<file path="src/rtl/fixed_point_pkg.sv">
// Shared types and helpers for the fixed-point accumulator slice:
// FSM state encoding and the signed saturation limits for an N-bit word.
package fixed_point_pkg;

   typedef enum logic [1:0] {
      IDLE,
      ACCUM,
      DONE
   } acc_state_t;

   // FP_MAX = 2^(n-1)-1 and FP_MIN = -2^(n-1); callers size-cast to n bits
   function automatic logic [63:0] fp_max(input int unsigned n);
      return (64'd1 << (n - 1)) - 64'd1;
   endfunction

   function automatic logic [63:0] fp_min(input int unsigned n);
      return 64'd1 << (n - 1);
   endfunction

endpackage

</file>
<file path="src/rtl/carry_lookahead_adder.sv">
// N-bit two's-complement add/subtract with carry, signed overflow and
// true-sign (negative) flags; purely combinational.
module carry_lookahead_adder #(
   parameter int unsigned N = 16
) (
   input  logic [N-1:0] a,
   input  logic [N-1:0] b,
   input  logic         is_subtract,
   output logic [N-1:0] result,
   output logic         carry_out,
   output logic         overflow_flag,
   output logic         negative
);

   logic [N-1:0] b_eff;
   logic [N-1:0] gen;
   logic [N-1:0] prop;
   logic [N:0]   carry;

   assign b_eff = b ^ {N{is_subtract}};
   assign gen   = a & b_eff;
   assign prop  = a ^ b_eff;

   always_comb begin
      carry    = '0;
      carry[0] = is_subtract;
      for (int unsigned i = 0; i < N; i++) begin
         carry[i+1] = gen[i] | (prop[i] & carry[i]);
      end
   end

   assign result        = prop ^ carry[N-1:0];
   assign carry_out     = carry[N];
   assign overflow_flag = carry[N] ^ carry[N-1];
   // sign of the exact result: the stored sign bit is inverted when it overflowed
   assign negative      = result[N-1] ^ overflow_flag;

endmodule

</file>
<file path="src/rtl/fixed_point_accumulator.sv">
// Signed fixed-point accumulator: sums/subtracts len samples, returns one result
// per run with a sticky overflow flag. Define ACC_SATURATE_EN to clamp on overflow.
module fixed_point_accumulator
   import fixed_point_pkg::*;
#(
   parameter int unsigned N       = 16,
   parameter int unsigned COUNT_W = 8
) (
   input  logic               clk,
   input  logic               rst,
   input  logic               start,
   input  logic [COUNT_W-1:0] len,
   input  logic               in_valid,
   output logic               in_ready,
   input  logic [N-1:0]       in_data,
   input  logic               in_sub,
   output logic               out_valid,
   input  logic               out_ready,
   output logic [N-1:0]       out_data,
   output logic               out_saturated
);

   acc_state_t         state, state_d;
   logic [N-1:0]       acc, acc_d;
   logic [COUNT_W-1:0] remaining, remaining_d;
   logic               sticky, sticky_d;

   logic [N-1:0]       add_result;
   logic               add_carry_unused;
   logic               add_ovf;
   logic               add_neg;
   logic [N-1:0]       next_sum;

`ifdef ACC_SATURATE_EN
   localparam logic [N-1:0] SAT_MAX = N'(fp_max(N));
   localparam logic [N-1:0] SAT_MIN = N'(fp_min(N));
`else
   logic sign_unused;
   assign sign_unused = add_neg;
`endif

   carry_lookahead_adder #(
      .N (N)
   ) u_adder (
      .a             (acc),
      .b             (in_data),
      .is_subtract   (in_sub),
      .result        (add_result),
      .carry_out     (add_carry_unused),
      .overflow_flag (add_ovf),
      .negative      (add_neg)
   );

   always_comb begin
      next_sum = add_result;
`ifdef ACC_SATURATE_EN
      if (add_ovf) begin
         next_sum = add_neg ? SAT_MIN : SAT_MAX;
      end
`endif
   end

   always_ff @(posedge clk) begin
      if (rst) begin
         state     <= IDLE;
         acc       <= '0;
         remaining <= '0;
         sticky    <= 1'b0;
      end else begin
         state     <= state_d;
         acc       <= acc_d;
         remaining <= remaining_d;
         sticky    <= sticky_d;
      end
   end

   always_comb begin
      state_d       = state;
      acc_d         = acc;
      remaining_d   = remaining;
      sticky_d      = sticky;
      in_ready      = 1'b0;
      out_valid     = 1'b0;
      out_data      = acc;
      out_saturated = sticky;

      unique case (state)
         IDLE: begin
            if (start) begin
               remaining_d = len;
               acc_d       = '0;
               sticky_d    = 1'b0;
               state_d     = (len != '0) ? ACCUM : DONE;
            end
         end
         ACCUM: begin
            in_ready = 1'b1;
            if (in_valid) begin
               acc_d       = next_sum;
               sticky_d    = sticky | add_ovf;
               remaining_d = remaining - COUNT_W'(1);
               if (remaining == COUNT_W'(1)) begin
                  state_d = DONE;
               end
            end
         end
         DONE: begin
            out_valid = 1'b1;
            if (out_ready) begin
               state_d = IDLE;
            end
         end
         default: state_d = IDLE;
      endcase
   end

endmodule
</file>
<file path="config.mk">
export PLATFORM = sky130hd
export DESIGN_NAME = fixed_point_accumulator
export DESIGN_NICKNAME = d
export VERILOG_FILES = /design/src/rtl/fixed_point_pkg.sv /design/src/rtl/carry_lookahead_adder.sv /design/src/rtl/fixed_point_accumulator.sv
export SDC_FILE = /design/constraint.sdc
export NUM_CORES = 1
export LEC_CHECK = 0
export BUFFER_PORTS_ARGS = -buffer_cell sky130_fd_sc_hd__buf_4
export CAP_MARGIN = 20
export CORE_UTILIZATION = 43
export DETAILED_ROUTE_END_ITERATION = 16
export PLACE_DENSITY = 0.69
export SLEW_MARGIN = 10
export SYNTH_ARGS = -nofsm -noshare
export SYNTH_HDL_FRONTEND = slang
export SYNTH_HIERARCHICAL = 1
export SYNTH_SLANG_ARGS = --single-unit
export TNS_END_PERCENT = 5
</file>
<file path="constraint.sdc">
create_clock -name clk -period 6.4 [get_ports clk]
set_clock_uncertainty 0.1 [all_clocks]
set_input_delay 0.32 -clock clk [delete_from_list [all_inputs] [get_ports clk]]
set_output_delay 0.32 -clock clk [all_outputs]
set_load 0.01 [all_outputs]
</file>
; ---- After elaboration in Yosys (flattened, before gate mapping)
; Index checks and enable logic that the tools add are counted.
[classes]
mux = 17
add_sub_neg = 1
eq_ne = 7
reduce_logical = 5
bitwise_logic = 38
[ops]
columns = op, n
row1 = XOR 16 bit, 3
row2 = 2-to-1 mux 16 bit, 2
row3 = case mux 16 bit (2 select lines), 1
row4 = bitwise OR 1 bit, 17
row5 = bitwise AND 1 bit, 16
row6 = bitwise AND 16 bit, 1
row7 = 2-to-1 mux 8 bit, 2
row8 = case mux 8 bit (2 select lines), 1
row9 = 2-to-1 mux 2 bit, 5
row10 = equality test 8 x 1 -> 1 bit (second input constant), 1
row11 = != test 2 bit (second input constant), 4
row12 = nonzero test 8 bit, 1
row13 = subtractor 8 x 1 -> 8 bit (second input constant), 1
row14 = case mux 2 bit (3 select lines), 1
row15 = 2-to-1 mux 1 bit, 4
row16 = AND reduction 4 bit, 1
row17 = AND reduction 3 bit, 1
row18 = equality test 2 x 1 -> 1 bit (second input constant), 1
row19 = equality test 2 bit (second input constant), 1
row20 = logical NOT 2 bit, 1
row21 = case mux 1 bit (2 select lines), 1
row22 = nonzero test 2 bit, 1
row23 = XOR 1 bit, 1
[totals]
reg_bits = 27
output_inout_bits = 19
inputBits = 30
wordCells = 72

; ---- Logic depth before layout (Yosys ltp)
[logic_depth]
ltp_word = 38
depth_mapped = 21
ltp_nobuf = 19

; ---- Modules after synthesis
; The synthesis kept the hierarchy.
[modules_own_cells]
columns = mod, seq_area_each_um2, instances, cells_per_inst, area_each_um2
row1 = fixed_point_accumulator, 540.5, 1, 144, 1350.0
row2 = carry_lookahead_adder, 0.0, 1, 68, 635.6

; ---- Worst setup path before layout
; No wires, ideal clock.
[synth_timing]
kind = in2reg
startpoint = input port in_sub
endpoint = register sticky, in the netlist out_saturated
arrival_time_ns = 6.864
setup_ns = 0.133
n_path_buf = 2
required_ns = 6.167
path_stages = 21
setup_slack_ns = -0.697
cell_sequence = buf_6 buf_12 xnor2_1 fa_1 fa_1 fa_1 fa_1 fa_1 fa_1 fa_1 fa_1 fa_1 fa_1 fa_1 fa_1 fa_1 fa_1 fa_1 xor2_1 a21oi_1 nor3_1
[synth_via]
elab_chain_len = 38
elab_cells_between_ends = 39
cone_classes = mux: 2 / bitwise: 37
[synth_lines]
columns = item, line
row1 = "start, declared", fixed_point_accumulator.sv:16  ; input logic in_sub,
row2 = XOR 16 bit, carry_lookahead_adder.sv:20  ; assign b_eff = b ^ {N{is_subtract}};
row3 = XOR 16 bit, carry_lookahead_adder.sv:22  ; assign prop = a ^ b_eff;
row4 = bitwise AND 1 bit, carry_lookahead_adder.sv:28  ; carry[i+1] = gen[i] | (prop[i] & carry[i]);
row5 = bitwise OR 1 bit, carry_lookahead_adder.sv:28
row6 = bitwise AND 1 bit, carry_lookahead_adder.sv:28
row7 = bitwise OR 1 bit, carry_lookahead_adder.sv:28
row8 = bitwise AND 1 bit, carry_lookahead_adder.sv:28
row9 = bitwise OR 1 bit, carry_lookahead_adder.sv:28
row10 = [... 23 more ...], --
row11 = bitwise OR 1 bit, carry_lookahead_adder.sv:28
row12 = bitwise AND 1 bit, carry_lookahead_adder.sv:28
row13 = bitwise OR 1 bit, carry_lookahead_adder.sv:28
row14 = XOR 1 bit *, carry_lookahead_adder.sv:34  ; assign overflow_flag = carry[N] ^ carry[N-1];
row15 = via add_ovf, fixed_point_accumulator.sv:30  ; logic add_ovf;
row16 = bitwise OR 1 bit *, fixed_point_accumulator.sv:100  ; sticky_d = sticky | add_ovf;
row17 = 2-to-1 mux 1 bit *, fixed_point_accumulator.sv:98  ; if (in_valid) begin
row18 = case mux 1 bit (2 select lines) *, fixed_point_accumulator.sv:87  ; unique case (state)
row19 = "end signal, assigned", fixed_point_accumulator.sv:73  ; sticky <= sticky_d;
row20 = "end, declared", fixed_point_accumulator.sv:26  ; logic sticky, sticky_d;
; The timed path passes the listed nets; every way through them passes the cells marked *. The select of a mux whose other input is x is not followed.
; A chain may end at the register's enable or synchronous reset.

; ---- Worst setup path in the final report
[layout_timing]
startpoint = register acc[1], in the netlist out_data[1]
endpoint = register acc[15], in the netlist out_data[15]
[layout_via]
elab_chain_len = 32
elab_cells_between_ends = 33
cone_classes = mux: 2 / bitwise: 31
[layout_lines]
columns = item, line
row1 = "start, declared", fixed_point_accumulator.sv:24  ; logic [N-1:0] acc, acc_d;
row2 = "start signal, assigned", fixed_point_accumulator.sv:66  ; acc <= '0;
row3 = "start signal, assigned", fixed_point_accumulator.sv:71  ; acc <= acc_d;
row4 = XOR 16 bit, carry_lookahead_adder.sv:22
row5 = bitwise AND 1 bit, carry_lookahead_adder.sv:28
row6 = bitwise OR 1 bit *, carry_lookahead_adder.sv:28
row7 = bitwise AND 1 bit *, carry_lookahead_adder.sv:28
row8 = bitwise OR 1 bit *, carry_lookahead_adder.sv:28
row9 = bitwise AND 1 bit *, carry_lookahead_adder.sv:28
row10 = bitwise OR 1 bit *, carry_lookahead_adder.sv:28
row11 = bitwise AND 1 bit *, carry_lookahead_adder.sv:28
row12 = [... 17 more ...], --
row13 = bitwise AND 1 bit *, carry_lookahead_adder.sv:28
row14 = bitwise OR 1 bit *, carry_lookahead_adder.sv:28
row15 = bitwise AND 1 bit *, carry_lookahead_adder.sv:28
row16 = bitwise OR 1 bit *, carry_lookahead_adder.sv:28
row17 = XOR 16 bit *, carry_lookahead_adder.sv:32  ; assign result = prop ^ carry[N-1:0];
row18 = via add_result[15], fixed_point_accumulator.sv:28  ; logic [N-1:0] add_result;
row19 = 2-to-1 mux 16 bit *, fixed_point_accumulator.sv:98
row20 = case mux 16 bit (2 select lines) *, fixed_point_accumulator.sv:87
; Marks and branches as above.

==> results.json <==
{
  "max_stage_delay_ns": 0.54,
  "routedWlPerCell_um": 13.34,
  "clock_path_buffers": 2,
  "power_density_nw_per_um2": 278.8,
  "finalSetupViolCount": 0,
  "p_comb_frac": 0.480,
  "ant_nets": 0,
  "syn_area_um2": 1953,
  "cpMaxStageDelayCell": "fa_2",
  "p_int_w": 0.0003906,
  "busiest_layer": "met2",
  "power_leakage_nw": 0.9335,
  "grtUsageMet2": 0.2945,
  "crit_top_cell": "fa_2",
  "whs_path_depth": 3,
  "clk_latency_ns": 0.28,
  "r2r-end": "out_data[15]",
  "grt_max_degree": 29,
  "die_h_um": 69.40,
  "syn_inst": 209,
  "area_growth_pct": 22.10,
  "grt_first_pass_wirelength_mm": 6.748,
  "power_w": 0.0006649,
  "place_congestion": 0.8230,
  "die_x_um": 69.40,
  "irDropWorstVdd_uv": 92.10,
  "post_cts_buffers": 0,
  "nFillCells": 406,
  "final-hold-violation-count": 0,
  "drive_gt1_frac": 0.3690,
  "pwr-share-clk": 0.149,
  "required_ns": 6.47,
  "rsz0062_at_grt": "true",
  "sw_frac_of_total": 0.4125,
  "critPathLaunchType": "flop",
  "seqCellArea_um2": 543.0,
  "syn-num-nets": 256,
  "p_switching_w": 0.0002743,
  "viasPerCell": 5.164,
  "clk_pin_slew_ns": 0.10,
  "post-dp-hpwl_mm": 3.054,
  "grt_usage": 0.1729,
  "instances_no_fill": 304,
  "post_synth.cell_area_avg_um2": 9.345,
  "cts_tree": "yes",
  "maxCapViolCount": 0,
  "grt_use_met3": 0.02180,
  "dieArea_um2": 4816,
  "min_from": "out_ready",
  "cts_hold_buf": 0,
  "hold_path_end": "state[1]",
  "fin_nets": 300,
  "startpoint": "out_data[1]",
  "overflow": 0,
  "r2r_start": "out_data[1]",
  "drc_errors": 0,
  "drt_iter0_drc": 118,
  "fp.coreArea_um2": 4354,
  "cts_buffers": 3,
  "crit_chain": "inv_2 -> fa_2 -> fa_2 -> fa_2 -> fa_2 -> fa_2 -> fa_2 -> fa_2 -> fa_2 -> fa_2 -> fa_2 -> fa_2 -> fa_2 -> fa_2 -> fa_2 -> fa_2 -> inv_2 -> a22oi_2 -> nor2_1",
  "routed_wl_mm": 4.055,
  "critical_path_peak_fanout": 3,
  "seqPwrFrac": 0.371,
  "crit_path_end_kind": "flop",
  "tightest_slew_ns": 0.8973,
  "cp.arrival_ns": 6.37,
  "cts.sinks": 27,
  "use_met1": 0.2331,
  "status": "complete, no violations",
  "rows": 24,
  "ios": 49,
  "finalMaxSlewViolations": 0,
  "dp_cells": 300,
  "reg2reg_depth": 19,
  "cts_max_level": 1,
  "ys_warn_count": 6,
  "pre_cts_slack_ns": -0.1093,
  "utilization": 0.5477,
  "clock.fmax_ghz": 0.1587,
  "fin_crit_sh": 0.9843,
  "antenna_found_initial": 0,
  "initial_core_util": 0.4486,
  "multi_input_area_um2": 1205,
  "first_pass_iters": 4,
  "relSlewSlack": 0.4018,
  "n_antenna_cell": 0,
  "post-route-min-period_ns": 6.299,
  "fin_ws_ns": 0.1005,
  "vias": 1570,
  "holdWs_ns": 0.2476,
  "holdCritPathClass": "input pin to flop",
  "grt_pass1_vias": 1428,
  "io_buffers": 48,
  "reg2reg_slack_ns": 0.10,
  "root_buffer": "clkbuf_8",
  "critical_path_class": "flop to flop"
}
-- worst max path at each step --
| stage | to | slack (ns) | cells after the start |
|---|---|---|---|
| final | out_data[15] | 0.10 | 19 |
| after detailed placement | out_saturated | -0.11 | 20 |
| after CTS | out_saturated | 0.01 | 19 |
| after global placement | out_saturated | -0.05 | 20 |
| after floorplan | out_saturated | -0.11 | 21 |
| after global routing | out_data[15] | -0.06 | 19 |
-- power by group through the flow --
stage / Combinational, W / Clock [W] / Sequential [W]
6_report: 0.000319 / 0.0000992 / 0.000247
5_1_grt: 0.000357 / 0.000111 / 0.000252
3_5_place_dp: 0.000321 / 0 / 0.000249
4_1_cts: 0.000321 / 0.000102 / 0.000246
2_1_floorplan: 0.000260 / 0 / 0.000238
3_3_place_gp: 0.000316 / 0 / 0.000249
-- what timing repair did --
item	4_1_cts	5_1_grt
pin swaps	0	3
gates resized for setup	1	4
setup endpoints to repair	1	2
-- cell usage in the layout (no fill, tap or decap), drive strengths merged, types with 2 or more instances in the layout --
master	count
a21o	2
a211oi	5
dfxtp	27
a21oi	8
clkbuf	4
xor2	3
xnor2	15
buf	51
nor3	5
nand2	2
nor3b	2
a22oi	16
nand2b	4
nor4	4
o21ai	2
nand4	2
inv	37
fa	15
ha	2
nor2	28
-- worst max-delay path, delay by kind of cell (launching register included) --
family | cells | cell delay, ns
adders and majority gates | 15 | 5.47
AOI/OAI and AO/OA | 1 | 0.13
buffers and inverters | 2 | 0.08
and+or+nand+nor | 1 | 0.05
DFF | 1 | 0.37
-- state kept, by name, summed over array words and instances, names as in the netlist --
register / flops
state: 2
out_saturated: 1
out_data: 16
remaining: 8
-- routing by layer --
layer / wire length, um / vias up
li1: - / 780
met1: 1866 / 749
met2: 2008 / 36
met3: 142 / 5
met4: 38 / 0
met5: 0 / -
-- area by class of cell --
class                      instances  area share
clock buffer                       4     0.01889
inverter                          37     0.06034
multi-input combinational        133      0.5052
sequential                        27      0.2277
tap                               52     0.02728
timing repair buffer              51      0.1605
-- per-stage QoR --
step                      TNS [ns]  instance area (um^2)
final                            0                  2385
after detailed placement   -0.1908                  2335
after global routing       -0.1044                  2385
after CTS                        0                  2381
after floorplan            -0.1936                  1988
after global placement    -0.08235                  2335
No activity file was read; power rests on OpenSTA's default activity.
